$ cat src/rtl/wb_cmd_master_pkg.sv
// wb_cmd_master_pkg: shared state, command and response types for the Wishbone command master
package wb_cmd_master_pkg;
  localparam int ADR_MAX = 64;
  typedef enum logic [1:0] {IDLE, REQ, WAIT, RESP} state_e;
  typedef struct packed {
    logic              we;
    logic [ADR_MAX-1:0] adr;
    logic [31:0]       dat;
    logic [3:0]        sel;
  } cmd_t;
  typedef struct packed {
    logic [31:0] dat;
    logic        err;
    logic        tmo;
  } rsp_t;
endpackage

$ cat src/rtl/wb_cmd_timer.sv
// wb_cmd_timer: loadable down-counter, expiry flagged while enabled on its last count
module wb_cmd_timer #(
  parameter int W = 16
) (
  input  logic         clk_i,
  input  logic         rst_i,
  input  logic         clr_i,
  input  logic         load_i,
  input  logic         en_i,
  input  logic [W-1:0] val_i,
  output logic         exp_o
);
  logic [W-1:0] cnt_q, cnt_d;
  always_comb cnt_d = clr_i ? '0 : load_i ? val_i : (en_i && cnt_q != '0) ? cnt_q - 1'b1 : cnt_q;
  always_ff @(posedge clk_i or posedge rst_i)
    if (rst_i) cnt_q <= '0;
    else cnt_q <= cnt_d;
  assign exp_o = en_i && cnt_q == W'(1);
endmodule

$ cat src/rtl/wb_cmd_master.sv
// wb_cmd_master: single-outstanding Wishbone pipelined initiator fed by a valid/ready command stream
module wb_cmd_master
  import wb_cmd_master_pkg::*;
#(
  parameter int ADR_WIDTH = 32,
  parameter int TIMEOUT   = 255,
  parameter int MAX_RETRY = 3
) (
  input  logic                 clk_i,
  input  logic                 rst_i,
  input  logic                 cmd_valid_i,
  output logic                 cmd_ready_o,
  input  logic                 cmd_we_i,
  input  logic [ADR_WIDTH-1:0] cmd_adr_i,
  input  logic [31:0]          cmd_dat_i,
  input  logic [3:0]           cmd_sel_i,
  output logic                 rsp_valid_o,
  input  logic                 rsp_ready_i,
  output logic [31:0]          rsp_dat_o,
  output logic                 rsp_err_o,
  output logic                 rsp_tmo_o,
  output logic                 wb_cyc_o,
  output logic                 wb_stb_o,
  output logic                 wb_we_o,
  output logic [ADR_WIDTH-1:0] wb_adr_o,
  output logic [3:0]           wb_sel_o,
  output logic [31:0]          wb_dat_o,
  input  logic                 wb_ack_i,
  input  logic                 wb_err_i,
  input  logic                 wb_rty_i,
  input  logic                 wb_stall_i,
  input  logic [31:0]          wb_dat_i
);
  localparam int RW = $clog2(MAX_RETRY + 1) + 1;
  state_e        state_q, state_d;
  cmd_t          cmd_q, cmd_d;
  rsp_t          rsp_q, rsp_d;
  logic [RW-1:0] retry_q, retry_d;
  logic          cyc_q, cyc_d, stb_q, stb_d, rsp_valid_q, rsp_valid_d, cmd_ready_q, cmd_ready_d;
  logic          busy, load, clr, tmr_exp;
  wb_cmd_timer #(.W(16)) u_timer (
    .clk_i (clk_i),
    .rst_i (rst_i),
    .clr_i (clr),
    .load_i(load),
    .en_i  (busy),
    .val_i (16'(TIMEOUT)),
    .exp_o (tmr_exp)
  );
  always_comb begin
    state_d = state_q;
    cmd_d   = cmd_q;
    rsp_d   = rsp_q;
    retry_d = retry_q;
    load    = 1'b0;
    busy    = state_q == REQ || state_q == WAIT;
    if (state_q == IDLE && cmd_valid_i && cmd_ready_q) begin
      state_d = REQ;
      cmd_d   = '{we: cmd_we_i, adr: ADR_MAX'(cmd_adr_i), dat: cmd_we_i ? cmd_dat_i : 32'h0, sel: cmd_sel_i};
      rsp_d   = '0;
      retry_d = '0;
      load    = 1'b1;
    end else if (busy) begin
      // err > ack > rty, and any bus response beats a simultaneous timeout
      if (wb_err_i) begin
        state_d = RESP;
        rsp_d   = '{dat: 32'h0, err: 1'b1, tmo: 1'b0};
      end else if (wb_ack_i) begin
        state_d = RESP;
        rsp_d   = '{dat: cmd_q.we ? 32'h0 : wb_dat_i, err: 1'b0, tmo: 1'b0};
      end else if (wb_rty_i && retry_q < RW'(MAX_RETRY)) begin
        state_d = REQ;
        retry_d = retry_q + 1'b1;
        load    = 1'b1;
      end else if (wb_rty_i || tmr_exp) begin
        state_d = RESP;
        rsp_d   = '{dat: 32'h0, err: 1'b1, tmo: !wb_rty_i};
      end else if (state_q == REQ && !wb_stall_i) begin
        state_d = WAIT;
      end
    end else if (state_q == RESP && rsp_ready_i) begin
      state_d = IDLE;
    end
    clr         = !(state_d == REQ || state_d == WAIT);
    cyc_d       = state_d == REQ || state_d == WAIT;
    stb_d       = state_d == REQ;
    rsp_valid_d = state_d == RESP;
    cmd_ready_d = state_d == IDLE;
  end
  always_ff @(posedge clk_i or posedge rst_i)
    if (rst_i) begin
      state_q     <= IDLE;
      cmd_q       <= '0;
      rsp_q       <= '0;
      retry_q     <= '0;
      cyc_q       <= 1'b0;
      stb_q       <= 1'b0;
      rsp_valid_q <= 1'b0;
      cmd_ready_q <= 1'b0;
    end else begin
      state_q     <= state_d;
      cmd_q       <= cmd_d;
      rsp_q       <= rsp_d;
      retry_q     <= retry_d;
      cyc_q       <= cyc_d;
      stb_q       <= stb_d;
      rsp_valid_q <= rsp_valid_d;
      cmd_ready_q <= cmd_ready_d;
    end
  assign cmd_ready_o = cmd_ready_q;
  assign rsp_valid_o = rsp_valid_q;
  assign rsp_dat_o   = rsp_q.dat;
  assign rsp_err_o   = rsp_q.err;
  assign rsp_tmo_o   = rsp_q.tmo;
  assign wb_cyc_o    = cyc_q;
  assign wb_stb_o    = stb_q;
  assign wb_we_o     = cmd_q.we;
  assign wb_adr_o    = ADR_WIDTH'(cmd_q.adr);
  assign wb_sel_o    = cmd_q.sel;
  assign wb_dat_o    = cmd_q.dat;
endmodule

$ cat config.mk
export PLATFORM = sky130hd
export DESIGN_NAME = wb_cmd_master
export DESIGN_NICKNAME = d
export VERILOG_FILES = /design/src/rtl/wb_cmd_master_pkg.sv /design/src/rtl/wb_cmd_timer.sv /design/src/rtl/wb_cmd_master.sv
export SDC_FILE = /design/constraint.sdc
export NUM_CORES = 1
export LEC_CHECK = 0
export BUFFER_PORTS_ARGS = -buffer_cell sky130_fd_sc_hd__buf_2
export CORE_MARGIN = 5
export CORE_UTILIZATION = 45
export CTS_BUF_LIST = sky130_fd_sc_hd__clkbuf_4
export CTS_CLUSTER_SIZE = 28
export DETAILED_ROUTE_END_ITERATION = 10
export PLACE_DENSITY = 0.74
export SLEW_MARGIN = 20
export SYNTH_ARGS = -nofsm -noshare
export SYNTH_HDL_FRONTEND = slang
export SYNTH_SLANG_ARGS = --single-unit
$ cat constraint.sdc
create_clock -name clk_i -period 5.8 [get_ports clk_i]
set_clock_uncertainty 0.15 [all_clocks]
set_input_delay 1.16 -clock clk_i [delete_from_list [all_inputs] [get_ports clk_i]]
set_output_delay 1.16 -clock clk_i [all_outputs]
set_load 0.03 [all_outputs]
---- Word-level counts from Yosys, hierarchy flattened ----
Cells that the tools add are included.
word-level totals
  bits in registers ....................... 128
  input bits .............................. 109
  output and inout port bits .............. 107
  logic and storage cells ................. 77
cells by class
  add/sub/neg operators ................... 2
  magnitude comparators ................... 1
  equality and inequality tests ........... 11
  multiplexer cells ....................... 29
  reduce and logical (&&, ||, !) cells .... 20
operators by type and width
  operator                                                    count
  2-to-1 mux 34 bit                                           6
  2-to-1 mux 32 bit                                           2
  2-to-1 mux 16 bit                                           3
  == test 16 x 1 -> 1 bit, second input constant              1
  2-to-1 mux 2 bit                                            8
  nonzero test 16 bit                                         1
  subtractor 16 x 1 -> 16 bit, second input constant          1
  2-to-1 mux 3 bit                                            5
  == test 2 bit, second input constant                        4
  logical AND 1 bit                                           7
  2-to-1 mux 1 bit                                            5
  == test 2 x 1 -> 1 bit, second input constant               2
  zero test 2 bit                                             2
  != test 2 x 1 -> 1 bit, second input constant               2
  != test 4 bit, second input constant                        1
  AND reduction 4 bit                                         1
  nonzero test 2 bit                                          2
  nonzero test 4 bit                                          1
  adder 3 x 1 -> 3 bit, second input constant                 1
  logical OR 1 bit                                            3
  less-than comparator 3 x 2 -> 1 bit, second input constant  1
  != test 3 x 1 -> 1 bit, second input constant               1
  AND reduction 3 bit                                         1
  zero test 1 bit                                             2

---- Logic depth before layout (Yosys ltp) ----
Gate-level depths: netlist of the first run.
  depth in word-level cells ............... 13
  gate-level depth with buffers ........... 12
  gate-level depth less buffers ........... 11

---- By module ----
Synthesis of the first run repeated with hierarchy kept, for this count alone.
second synthesis, totals
  cells, all modules ...................... 623
  area total of the unflattened synthesis .. 5864.4 um^2
modules (own cells, without submodules)
  module         instances  cells an instance  area an instance (um^2)  sequential area each (um^2)
  wb_cmd_master  1          500                4779.6                   2802.7
  wb_cmd_timer   1          123                1084.8                   400.4

---- Worst setup path after synthesis of the first run ----
No wires, ideal clock.
  path kind ............................... input port to flip-flop
  start point ............................. input port wb_rty_i
  end point ............................... register u_timer.cnt_q[15]
  library setup time ...................... 0.127 ns
  data arrival time ....................... 3.052 ns
  required time ........................... 5.523 ns
  setup slack ............................. 2.471 ns
  stages on the path ...................... 9
  buffers on the path ..................... 1
  cell sequence ........................... o31ai_1 nand2_1 buf_2 o21ai_1 ha_1 inv_1 a211oi_1 and2_1 mux2_1
on the way
  longest elaborated chain between the ends .. 10
  elaborated cells on any way between the ends .. 19
  classes of those cells .................. eq/ne: 3; mux: 13; reduce/logical: 3
RTL lines
  what                                                                          line                 text
  start, declared                                                               wb_cmd_master.sv:30  input logic wb_rty_i,
  logical OR 1 bit                                                              wb_cmd_master.sv:75  end else if (wb_rty_i || tmr_exp) begin
  2-to-1 mux 2 bit                                                              wb_cmd_master.sv:75
  2-to-1 mux 2 bit (*)                                                          wb_cmd_master.sv:71  end else if (wb_rty_i && retry_q < RW'(MAX_RETRY)) begin
  2-to-1 mux 2 bit (*)                                                          wb_cmd_master.sv:68  end else if (wb_ack_i) begin
  2-to-1 mux 2 bit (*)                                                          wb_cmd_master.sv:65  if (wb_err_i) begin
  2-to-1 mux 2 bit (*)                                                          wb_cmd_master.sv:63  end else if (busy) begin
  2-to-1 mux 2 bit (*)                                                          wb_cmd_master.sv:57  if (state_q == IDLE && cmd_valid_i && cmd_ready_q) begin
  == test 2 x 1 -> 1 bit / == test 2 bit (equally long branches)                -
  logical OR 1 bit (*)                                                          -
  net cyc_d                                                                     wb_cmd_master.sv:39  logic cyc_q, cyc_d, stb_q, stb_d, rsp_valid_q, rsp_valid_d, cmd_ready_q, cmd_ready_d;
  != test 3 x 1 -> 1 bit (no line) / 2-to-1 mux 16 bit (equally long branches)  -
  end signal, assigned                                                          wb_cmd_timer.sv:17   else cnt_q <= cnt_d;
  end, declared                                                                 wb_cmd_timer.sv:13   logic [W-1:0] cnt_q, cnt_d;
Mark *: on every way through the listed nets, which the timed path passes. The rest lies on a longest branch.
A chain may end at the register's enable or synchronous reset.

---- Final worst setup path of the first run ----
  start point ............................. register state_q[0]
  end point ............................... register u_timer.cnt_q[15]
on the way
  longest elaborated chain between the ends .. 13
  elaborated cells on any way between the ends .. 28
  classes of those cells .................. eq/ne: 6; mux: 12; reduce/logical: 10
RTL lines
  what                                                                          line                                      text
  start, declared                                                               wb_cmd_master.sv:35                       state_e state_q, state_d;
  start signal, assigned                                                        wb_cmd_master.sv:101                      state_q <= state_d;
  == test 2 x 1 -> 1 bit / == test 2 bit (equally long branches)                wb_cmd_master.sv:56, wb_cmd_master.sv:78
  logical OR 1 bit                                                              wb_cmd_master.sv:56                       busy = state_q == REQ || state_q == WAIT;
  logical AND 1 bit                                                             wb_cmd_timer.sv:18                        assign exp_o = en_i && cnt_q == W'(1);
  logical OR 1 bit                                                              wb_cmd_master.sv:75
  2-to-1 mux 2 bit                                                              wb_cmd_master.sv:75
  2-to-1 mux 2 bit                                                              wb_cmd_master.sv:71
  2-to-1 mux 2 bit                                                              wb_cmd_master.sv:68
  2-to-1 mux 2 bit                                                              wb_cmd_master.sv:65
  2-to-1 mux 2 bit                                                              wb_cmd_master.sv:63
  2-to-1 mux 2 bit (*)                                                          wb_cmd_master.sv:57
  == test 2 x 1 -> 1 bit / == test 2 bit (equally long branches)                -
  logical OR 1 bit (*)                                                          -
  net cyc_d                                                                     wb_cmd_master.sv:39
  != test 3 x 1 -> 1 bit (no line) / 2-to-1 mux 16 bit (equally long branches)  -
Marks and branches as above.

==> results of run 1 <==
[final cells by class]
| type | count | share of cell area [%] |
|---|---|---|
| clock inverters | 11 | 1.65 |
| flip-flops and latches | 128 | 44.8 |
| clock buffers | 20 | 2.10 |
| well taps | 172 | 3.01 |
| multi-input cells | 428 | 32.3 |
| diodes | 1 | 0.0350 |
| inverters | 7 | 0.403 |
| repair buffers | 221 | 15.7 |
[power breakdown]
part           total (mW)  switching, mW  internal (mW)
combinational        1.87           1.28          0.594
clock               0.586          0.322          0.264
sequential           1.36          0.186           1.17
total                3.82           1.79           2.03
[logic make-up after synthesis]
group / count (synthesis) / share of synthesized area (%)
buffers and inverters: 46 / 3.20
flip-flops: 128 / 56.4
multiplexers: 3 / 0.551
AND/OR/NAND/NOR: 277 / 22.8
AO/OA/AOI/OAI: 137 / 14.7
XOR/XNOR: 1 / 0.154
adder cells (fa/ha/maj): 10 / 2.21
[worst min path at each step]
stage / slack (ns) / from / depth (start not counted) / endpoint
3_3_place_gp: 0.30 / wb_dat_o[13] / 2 / wb_dat_o[13]
2_1_floorplan: 0.35 / retry_q[2] / 2 / retry_q[2]
5_1_grt: 0.35 / wb_adr_o[10] / 2 / wb_adr_o[10]
3_5_place_dp: 0.30 / wb_dat_o[2] / 2 / wb_dat_o[2]
4_1_cts: 0.33 / wb_dat_o[2] / 2 / wb_dat_o[2]
6_report: 0.32 / wb_dat_o[4] / 2 / wb_dat_o[4]
[metrics by stage]
| step | setup slack, ns | power, mW |
|---|---|---|
| after floorplan | 1.08 | 2.71 |
| after global routing | 1.89 | 4.09 |
| after global placement | 2.05 | 3.18 |
| final | 2.14 | 3.82 |
| after CTS | 2.17 | 3.84 |
| after detailed placement | 1.99 | 3.24 |
[sequential cells by signal, indices dropped and copies added (netlist names)]
name	flops
rsp_dat_o	32
wb_adr_o	32
wb_dat_o	32
u_timer.cnt_q	16
wb_sel_o	4
retry_q	3
state_q	2
cmd_ready_o	1
rsp_err_o	1
rsp_tmo_o	1
rsp_valid_o	1
wb_cyc_o	1
wb_stb_o	1
wb_we_o	1
[cells in the mapped netlist (2+ instances only)]
library cell	n	share of area, %
or4_1	6	0.79
nand2b_1	4	0.44
a21oi_1	75	6.6
o21ai_0	3	0.26
nor3_1	3	0.26
nor3b_1	2	0.26
or3_1	3	0.33
and2_1	2	0.22
nand3_1	41	3.6
clkbuf_1	23	1.5
and4_1	3	0.46
nand2_1	187	12
dfrtp_1	128	56
o31a_1	2	0.31
nand4_1	2	0.22
nor4b_1	2	0.31
inv_1	7	0.46
a31oi_1	7	0.77
o31ai_1	8	1.1
buf_2	7	0.62
buf_1	9	0.60
mux2i_1	2	0.35
ha_1	10	2.2
and3_1	2	0.22
nand3b_1	4	0.53
nor4_2	3	0.66
nor2_1	4	0.26
a211oi_1	34	4.5
[per-layer routing]
| metal | global-route usage [%] | routed length [um] | vias to the layer above | part of all wire [%] |
|---|---|---|---|---|
| met5 | 0 | 0 | - | 0 |
| met4 | 7.84 | 314 | 0 | 2.1 |
| met3 | 7.47 | 1260 | 26 | 8.2 |
| met2 | 32.0 | 7400 | 209 | 49 |
| met1 | 26.0 | 6260 | 2538 | 41 |
| li1 | - | - | 2498 | - |
[worst max-delay path: stages, from the launching register on]
cell and delay [ns]:
dfrtp_1 0.42, inv_1 0.06, ha_1 0.53, nor4bb_1 0.52, nand4b_4 0.17, and2_1 0.24
and3_1 0.17, ha_1 0.36, inv_1 0.16, a211oi_1 0.51, and2_1 0.20, mux2_1 0.12
==> flow_summary_export.csv, run 1 <==
group,metric,value,unit
status,status,"completed",
global_routing,antenna_found_initial,1,
synthesis,seq_area_frac_synth,56.4,%
layout,n_fill_cell,1088,
worst_setup_path,cp.arrival,3.98,ns
clock_tree,clockBufferDepth,2,
layout,multi_input_area,2300,um2
power,powerDensity,534,nW/um2
die,die_w,122,um
synthesis,synth_cell_types,47,
clock_tree,clkTransAtPathRegs,0.11,ns
clock_tree,clock_sinks,128,
clock_tree,cts_made_buffers,17,
placement,place_congestion,0.827,
timing,timing.final.crit_share,63.2,%
worst_setup_path,crit_required,6.12,ns
timing,timing.hold.ws,0.323,ns
timing,rsz0062_at_grt,"false",
detailed_routing,dr.pass1.iters,5,
layout,fin_cells,988,
global_routing,grt_pass1_wl,24.6,mm
placement,placed_cells,956,
layout,synthToLayoutAreaGrowth,25.9,%
timing,slew_headroom,33.8,%
global_routing,first_global_vias,5188,
layout,layout_common_cells,"buf_2, nand2_1, dfrtp_1, a21oi_1, nand3_1",
placement,port-buffer-count,215,
die,io_pins,216,
synthesis,synthArstFlopShare,100,%
layout,fin_area,7140,um2
worst_setup_path,r2r-end,"u_timer.cnt_q[15]",
timing,finalHoldViolations,0,
detailed_routing,wl,15.2,mm
timing,layout_min_cycle_time,3.66,ns
die,dieArea,15000,um2
run,drv_cap,0,
worst_setup_path,r2r_cells,11,
worst_setup_path,criticalPathCategory,"flip-flop to flip-flop",
power,vdd_drop_max,0.000197,V
clock_tree,tritoncts,"done",
detailed_routing,drtIter0Drc,384,
synthesis,yosys_most_used_dff,"dfrtp_1",
layout,regArea,3200,um2
clock_tree,cts_hold_buffers,0,
worst_setup_path,r2r_slack,2.14,ns
placement,dpl.hpwl,10.6,mm
global_routing,gr-usage-all-layers,20.4,%
worst_setup_path,critPathMaxFanout,15,
clock_tree,post_cts_buffers,0,
die,die_y,122,um
clock_tree,cts-htree-levels,4,
synthesis,syn-num-nets,721,
clock_tree,clock_latency,0.52,ns
layout,final_common_cell,"buf_2",
synthesis,ys_warn_count,0,
synthesis,synth_edf_count,0,
layout,nNetsFinal,922,
synthesis,syn_avg_cell_area,9.43,um2
detailed_routing,drc_errors,0,
global_routing,grt_overflow,0,
worst_hold_path,hp-class,"flip-flop to flip-flop",
worst_setup_path,cp-endpoint,"u_timer.cnt_q[15]",
die,num_rows,41,
timing,maxSlewViolCount,0,
timing,fmax,273,MHz
layout,fin_util,57.3,%
detailed_routing,routedWlPerCell,15.4,um
die,start_util,45.5,%
detailed_routing,vias_per_cell,5.34,
global_routing,grt_max_degree,79,
worst_setup_path,reg2reg_from,"state_q[0]",
placement,dpl_cell_area,6870,um2
detailed_routing,postRouteAntennaNets,0,
worst_setup_path,cp-end-kind,"flip-flop",
detailed_routing,dr_total_vias,5271,
synthesis,synth_seq_cells,128,
clock_tree,cts_root_buf,"clkbuf_4",
timing,setup_tns,0,ns
die,core_area,12500,um2
timing,tightestPinTransition,0.993,ns
worst_setup_path,startpoint_type,"flip-flop",
clock_tree,ctsResizeCount,0,
synthesis,synth_cells,602,
layout,final_layout_size_suffix_gt1_share,32.6,%
synthesis,synth_area,5670,um2
worst_setup_path,crit_start,"state_q[0]",
timing,setup-violations-final,0,
power,p_leak,3.92,nW
(Power assumes the default switching activity.)
==> run 2, diff against run 1 <==
Settings changed: ABC_AREA set to 1, PLACE_DENSITY 0.74 to 0.73.
Clock period 5.8 ns to 3.42 ns, I/O delays scaled along.
==> run 2 against run 1 <==
  * Final area is 5.7% higher
  * Combinational power is 88% higher
  * Clock-buffer cell count is 2 higher
  * Global-route usage is 0.93 points lower
  * Critical path depth is 3 higher
  * Core utilization is 0.31 points lower
  * Fmax is 32% higher
  * First-iteration DRC count is 5.5% higher
  * Routed wire length is 4.1% higher
  * Setup slack worse by 1.5 ns
==> flow_summary_export.csv, run 2 <==
group,metric,value,unit
worst_setup_path,path_common_cell,"nand2_1",
detailed_routing,postRouteAntennaNets,0,
clock_tree,cts-htree-levels,4,
timing,rsz0062_at_grt,"false",
clock_tree,post_cts_buffers,0,
timing,tightestPinTransition,1.12,ns
timing,finalHoldViolations,0,
layout,layout_common_cells,"nand2_1, buf_2, dfrtp_1, nor2_1, nand3_1",
detailed_routing,routedWlPerCell,13.9,um
worst_setup_path,criticalPathCategory,"flip-flop to flip-flop",
synthesis,synth.most_common_cell,"nand2_1",
synthesis,syn_avg_cell_area,8.07,um2
placement,port-buffer-count,215,
timing,slew_headroom,25.6,%
detailed_routing,drtIter0Drc,405,
die,die_w,126,um
detailed_routing,vias_per_cell,4.89,
clock_tree,cts_root_buf,"clkbuf_4",
synthesis,synth.top_cell.area_share,52.6,%
detailed_routing,dr_total_vias,5576,
worst_setup_path,crit_required,3.72,ns
worst_setup_path,path_cells,"inv_1, ha_1, nand2_1, nor3_2, nand2_2, nand3_1, nand2_1, ha_1, inv_1, nor2_2, nand2_4, inv_2, nand2_1, nand2_1",
power,p_leak,4.37,nW
worst_setup_path,cp.arrival,3.08,ns
placement,dpl.hpwl,10.9,mm
run,drv_cap,0,
layout,final_common_cell,"nand2_1",
worst_setup_path,cp_slowest_cell,"ha_1",
die,io_pins,216,
clock_tree,clockBufferDepth,2,
global_routing,grt_pass1_wl,25.6,mm
worst_setup_path,cpLargestDelayFamily,"simple AND/OR/NAND/NOR gates",
timing,maxSlewViolCount,0,
die,num_rows,42,
global_routing,grt_max_degree,129,
synthesis,synth_edf_count,0,
die,core_area,13200,um2
timing,fmax,361,MHz
clock_tree,cts_made_buffers,17,
worst_setup_path,slowest_delay,0.45,ns
synthesis,synth_cell_types,28,
timing,layout_min_cycle_time,2.77,ns
detailed_routing,drc_errors,0,
synthesis,ys_top_cells_by_area,"dfrtp_1, nand2_1, nand3_1",
layout,n_antenna_cell,0,
layout,fin_cells,1140,
timing,setup_tns,0,ns
layout,fin_area,7550,um2
detailed_routing,wl,15.9,mm
worst_setup_path,path_buf_inv,3,
power,vdd_drop_max,0.000461,V
synthesis,yosys_most_used_dff,"dfrtp_1",
worst_hold_path,hp-class,"primary input to async pin",
die,die_y,126,um
clock_tree,clkTransAtPathRegs,0.11,ns
synthesis,synth_area,6090,um2
worst_setup_path,critPathMaxFanout,16,
clock_tree,cts_hold_buffers,0,
status,status,"completed",
global_routing,grt_overflow,0,
timing,setup-violations-final,0,
power,powerDensity,921,nW/um2
global_routing,antenna_found_initial,0,
timing,timing.final.crit_share,81.1,%
layout,final_layout_size_suffix_gt1_share,29.9,%
synthesis,synth.top_cells.by_count,"nand2_1, dfrtp_1, nor2_1",
synthesis,synth_seq_cells,128,
layout,nNetsFinal,1070,
synthesis,synthArstFlopShare,100,%
synthesis,synth_cells,755,
synthesis,yosysTopAreaCell,"dfrtp_1",
clock_tree,ctsResizeCount,0,
synthesis,seq_area_frac_synth,52.6,%
worst_setup_path,cp-end-kind,"flip-flop",
layout,n_fill_cell,1265,
clock_tree,tritoncts,"done",
global_routing,first_global_vias,5133,
layout,synthToLayoutAreaGrowth,23.9,%
synthesis,ys_warn_count,0,
die,start_util,46.0,%
worst_setup_path,startpoint_type,"flip-flop",
synthesis,syn-num-nets,874,
die,dieArea,16000,um2
clock_tree,clock_latency,0.52,ns
placement,placed_cells,1108,
detailed_routing,dr.pass1.iters,5,
placement,place_congestion,0.834,
placement,dpl_cell_area,7240,um2
global_routing,gr-usage-all-layers,19.5,%
clock_tree,clock_sinks,128,
==> run 2: logic make-up after synthesis <==
kind of cell / share of synthesized area (%)
AND/OR/NAND/NOR: 35.0
flip-flops: 52.6
buffers and inverters: 5.77
AO/OA/AOI/OAI: 3.96
adder cells (fa/ha/maj): 2.05
XOR/XNOR: 0.575
==> run 2: layout make-up <==
type / count / area (um2) / area share [%]
Timing Repair Buffer: 221 / 1130 / 15.0
Clock inverter: 10 / 138 / 1.82
Tap cell: 176 / 220 / 2.92
Multi-Input combinational cell: 547 / 2550 / 33.8
Inverter: 36 / 139 / 1.84
Clock buffer: 22 / 165 / 2.19
Sequential cell: 128 / 3200 / 42.4
==> run 2: per-stage QoR <==
stage / hold slack [ns] / util [%] / worst slack (ns) / total power [mW]
finish: 0.134 / 57.0 / 0.647 / 6.95
global route: 0.141 / 57.0 / 0.386 / 7.50
CTS: 0.142 / 57.0 / 0.645 / 7.03
detailed placement: 0.309 / 54.7 / 0.566 / 5.93
global placement: 0.307 / 54.7 / 0.641 / 5.88
floorplan: 0.317 / - / 0.892 / 4.98
==> run 2: worst reg2reg max path: stages (launching register included) <==
cell     delay [ns]
dfrtp_1        0.43
inv_1          0.07
ha_1           0.45
nand2_1        0.10
nor3_2         0.20
nand2_2        0.10
nand3_1        0.08
nand2_1        0.09
ha_1           0.30
inv_1          0.05
nor2_2         0.18
nand2_4        0.17
inv_2          0.21
nand2_1        0.07
nand2_1        0.06
==> run 2: where the power goes <==
group	leakage, nW	total (mW)	internal, mW	switching, mW
logic	2.47	3.51	0.990	2.52
registers	1.73	2.36	2.04	0.320
clock network	0.166	1.08	0.547	0.538
total	4.37	6.95	3.58	3.38
==> run 2: routing by layer <==
metal / vias to the layer above / GRT usage, % / share of wire (%)
li1: 2804 / - / -
met1: 2540 / 26.8 / 45
met2: 203 / 29.1 / 45
met3: 29 / 6.18 / 8.2
met4: 0 / 7.32 / 2.3
met5: - / 0 / 0
==> run 2: path summary, 6_finish.rpt <==
kind                                    from  cells past startpoint                end  slack, ns
max in group asynchronous              rst_i                      3   u_timer.cnt_q[2]       2.38
min in group clk_i              cmd_adr_i[2]                      3        wb_adr_o[2]       0.20
worst max register to register    state_q[0]                     14  u_timer.cnt_q[11]       0.65
worst min-delay path                   rst_i                      3       wb_adr_o[10]       0.13
worst max-delay path              state_q[0]                     14  u_timer.cnt_q[11]       0.65
worst min register to register   wb_adr_o[5]                      2        wb_adr_o[5]       0.33
==> run 3, diff against run 2 <==
Settings changed: ABC_AREA 1 to 0, PLACE_DENSITY 0.73 to 0.74.
Clock period 3.42 ns to 2.9 ns, I/O delays scaled along.
==> run 3 against run 2 <==
  * Hold slack got worse by 0.071 ns
  * First-iteration DRC count decreased by 15%
  * Final area decreased by 2.1%
  * Sequential share of layout area increased by 0.89 points
  * Die area decreased by 6.3%
  * Combinational power increased by 15%
  * Clock-buffer cell count decreased by 5
  * Critical path type unchanged
==> flow_summary_export.csv, run 3 (synthesis gave the netlist of run 1 again) <==
group,metric,value,unit
worst_setup_path,slowest_delay,0.56,ns
layout,final_layout_size_suffix_gt1_share,34.3,%
timing,maxSlewViolCount,0,
worst_setup_path,path_cells,"or4_4, nand4b_4, and2_1, and3_1, ha_1, inv_2, a211oi_4, and2_1, mux2_1",
clock_tree,cts_root_buf,"clkbuf_4",
die,num_rows,41,
timing,slew_headroom,48.9,%
worst_setup_path,r2r-end,"u_timer.cnt_q[15]",
die,dieArea,15000,um2
run,drv_cap,0,
timing,timing.final.crit_share,95.5,%
worst_setup_path,path_buf_inv,1,
power,p_sw,3.70,mW
worst_setup_path,critPathMaxFanout,5,
worst_setup_path,r2r_slack,0.13,ns
detailed_routing,wl,15.7,mm
placement,port-buffer-count,215,
placement,place_congestion,0.853,
power,vdd_drop_max,0.000425,V
layout,final_common_cell,"buf_2",
detailed_routing,postRouteAntennaNets,0,
die,core_area,12500,um2
detailed_routing,routedWlPerCell,15.6,um
die,io_pins,216,
timing,fmax,361,MHz
detailed_routing,dr.pass1.iters,5,
timing,tightestPinTransition,0.766,ns
clock_tree,cts-htree-levels,4,
worst_setup_path,criticalPathCategory,"flip-flop to flip-flop",
worst_setup_path,path_common_cell,"and2_1",
power,p_leak,4.04,nW
die,start_util,45.5,%
worst_hold_path,worstHoldStart,"cmd_adr_i[0]",
die,die_y,122,um
power,powerDensity,1100,nW/um2
layout,nNetsFinal,938,
worst_setup_path,cp_slowest_cell,"or4_4",
layout,fin_util,59.3,%
worst_setup_path,cp.arrival,3.05,ns
placement,post-place-ws,0.0694,ns
clock_tree,cts_made_buffers,17,
placement,dpl.hpwl,11.3,mm
detailed_routing,dr_total_vias,5244,
power,p_int,4.42,mW
worst_setup_path,reg2reg_from,"u_timer.cnt_q[3]",
layout,synthToLayoutAreaGrowth,30.3,%
timing,layout_setup_ws,0.130,ns
clock_tree,clkTransAtPathRegs,0.12,ns
global_routing,grt_pass1_wl,25.0,mm
clock_tree,clock_sinks,128,
power,p_comb_share,49.7,%
clock_tree,tritoncts,"done",
worst_hold_path,holdPathEnd,"wb_adr_o[0]",
power,power,8.12,mW
detailed_routing,vias_per_cell,5.22,
global_routing,grt_overflow,0,
worst_setup_path,crit_required,3.18,ns
detailed_routing,drtIter0Drc,346,
global_routing,antenna_found_initial,1,
power,seqPwrFrac,33.5,%
global_routing,grt_max_degree,77,
worst_hold_path,hp-class,"primary input to flip-flop",
timing,setup_tns,0,ns
worst_setup_path,cpLargestDelayFamily,"simple AND/OR/NAND/NOR gates",
worst_setup_path,cp-end-kind,"flip-flop",
timing,rsz0062_at_grt,"false",
detailed_routing,drc_errors,0,
clock_tree,clock_latency,0.55,ns
global_routing,gr-usage-all-layers,21.3,%
timing,finalHoldViolations,0,
die,die_w,122,um
global_routing,first_global_vias,5246,
worst_setup_path,startpoint_type,"flip-flop",
timing,setup-violations-final,0,
status,status,"completed",
clock_tree,clockBufferDepth,2,
timing,layout_min_cycle_time,2.77,ns
worst_hold_path,hold_depth,3,
power,p_clk_share,16.8,%
layout,layout_common_cells,"buf_2, nand2_1, dfrtp_1, a21oi_1, nand3_1",
layout,fin_cells,1005,
power,p_sw_share,45.5,%
worst_setup_path,r2r_cells,9,
placement,placed_cells,969,
## run 3: changes by cell type in the layout (fill, tap and decap cells not counted), moves of 7 or more
cell	before	now
a211oi_1	0	33
nand4_1	35	2
a31oi_1	0	7
a21oi_1	5	75
buf_4	5	18
o21ai_0	40	3
nor2_1	63	4
nand2_1	303	187
nand3_2	12	1
o31ai_1	0	8
inv_1	31	5
nand3_1	51	40
## run 3: layer usage
| layer | up-vias | routed length (um) | GRT usage (%) | share of wire (%) |
|---|---|---|---|---|
| li1 | 2533 | - | - | - |
| met1 | 2467 | 6160 | 25.0 | 39 |
| met2 | 202 | 7830 | 34.9 | 50 |
| met3 | 42 | 1170 | 7.65 | 7.5 |
| met4 | 0 | 541 | 10.1 | 3.4 |
| met5 | - | 0 | 0 | 0 |
## run 3: final cells by class
cell class,instances,area [um2]
inverters,7,30.0
clock buffers,17,128
clock inverters,15,191
flip-flops and latches,128,3200
multi-input cells,428,2340
diodes,1,2.50
well taps,172,215
repair buffers,237,1280
fillers,1118,5070
## run 3: tightest hold or removal path, cell delays in order
cell,delay [ns]
buf_2,0.07
nand2_1,0.04
nand2_1,0.04
## run 3: through the flow
step / instance area, um2 / hold WS [ns]
floorplan: 5700 / 0.347
global placement: 7030 / 0.294
detailed placement: 7030 / 0.300
CTS: 7360 / 0.0131
global route: 7390 / 0.0116
finish: 7390 / 0.0628
## run 3: worst max path at each step
stage / from / end / slack, ns / cells after the start
finish: u_timer.cnt_q[3] / u_timer.cnt_q[15] / 0.13 / 9
global route: u_timer.cnt_q[1] / u_timer.cnt_q[15] / 0.005 / 11
CTS: state_q[0] / u_timer.cnt_q[15] / 0.04 / 11
detailed placement: state_q[0] / u_timer.cnt_q[15] / 0.07 / 11
global placement: state_q[0] / u_timer.cnt_q[15] / 0.14 / 11
floorplan: state_q[0] / u_timer.cnt_q[15] / 0.003 / 12
## run 3: power by group through the flow
stage                     logic (mW)  clock network [mW]  registers, mW
after floorplan                 1.83                   0           3.63
after global placement          3.86                   0           2.71
after detailed placement        3.98                   0           2.74
after CTS                       3.98                1.40           2.71
after global routing            4.40                1.49           2.79
final                           4.04                1.36           2.72
## run 3: repair_timing
action	in CTS	in global routing
resized for setup	0	2
hold endpoints to repair	28	0
hold buffers	1	0
endpoints found under the setup margin	0	4
setup buffers	0	2
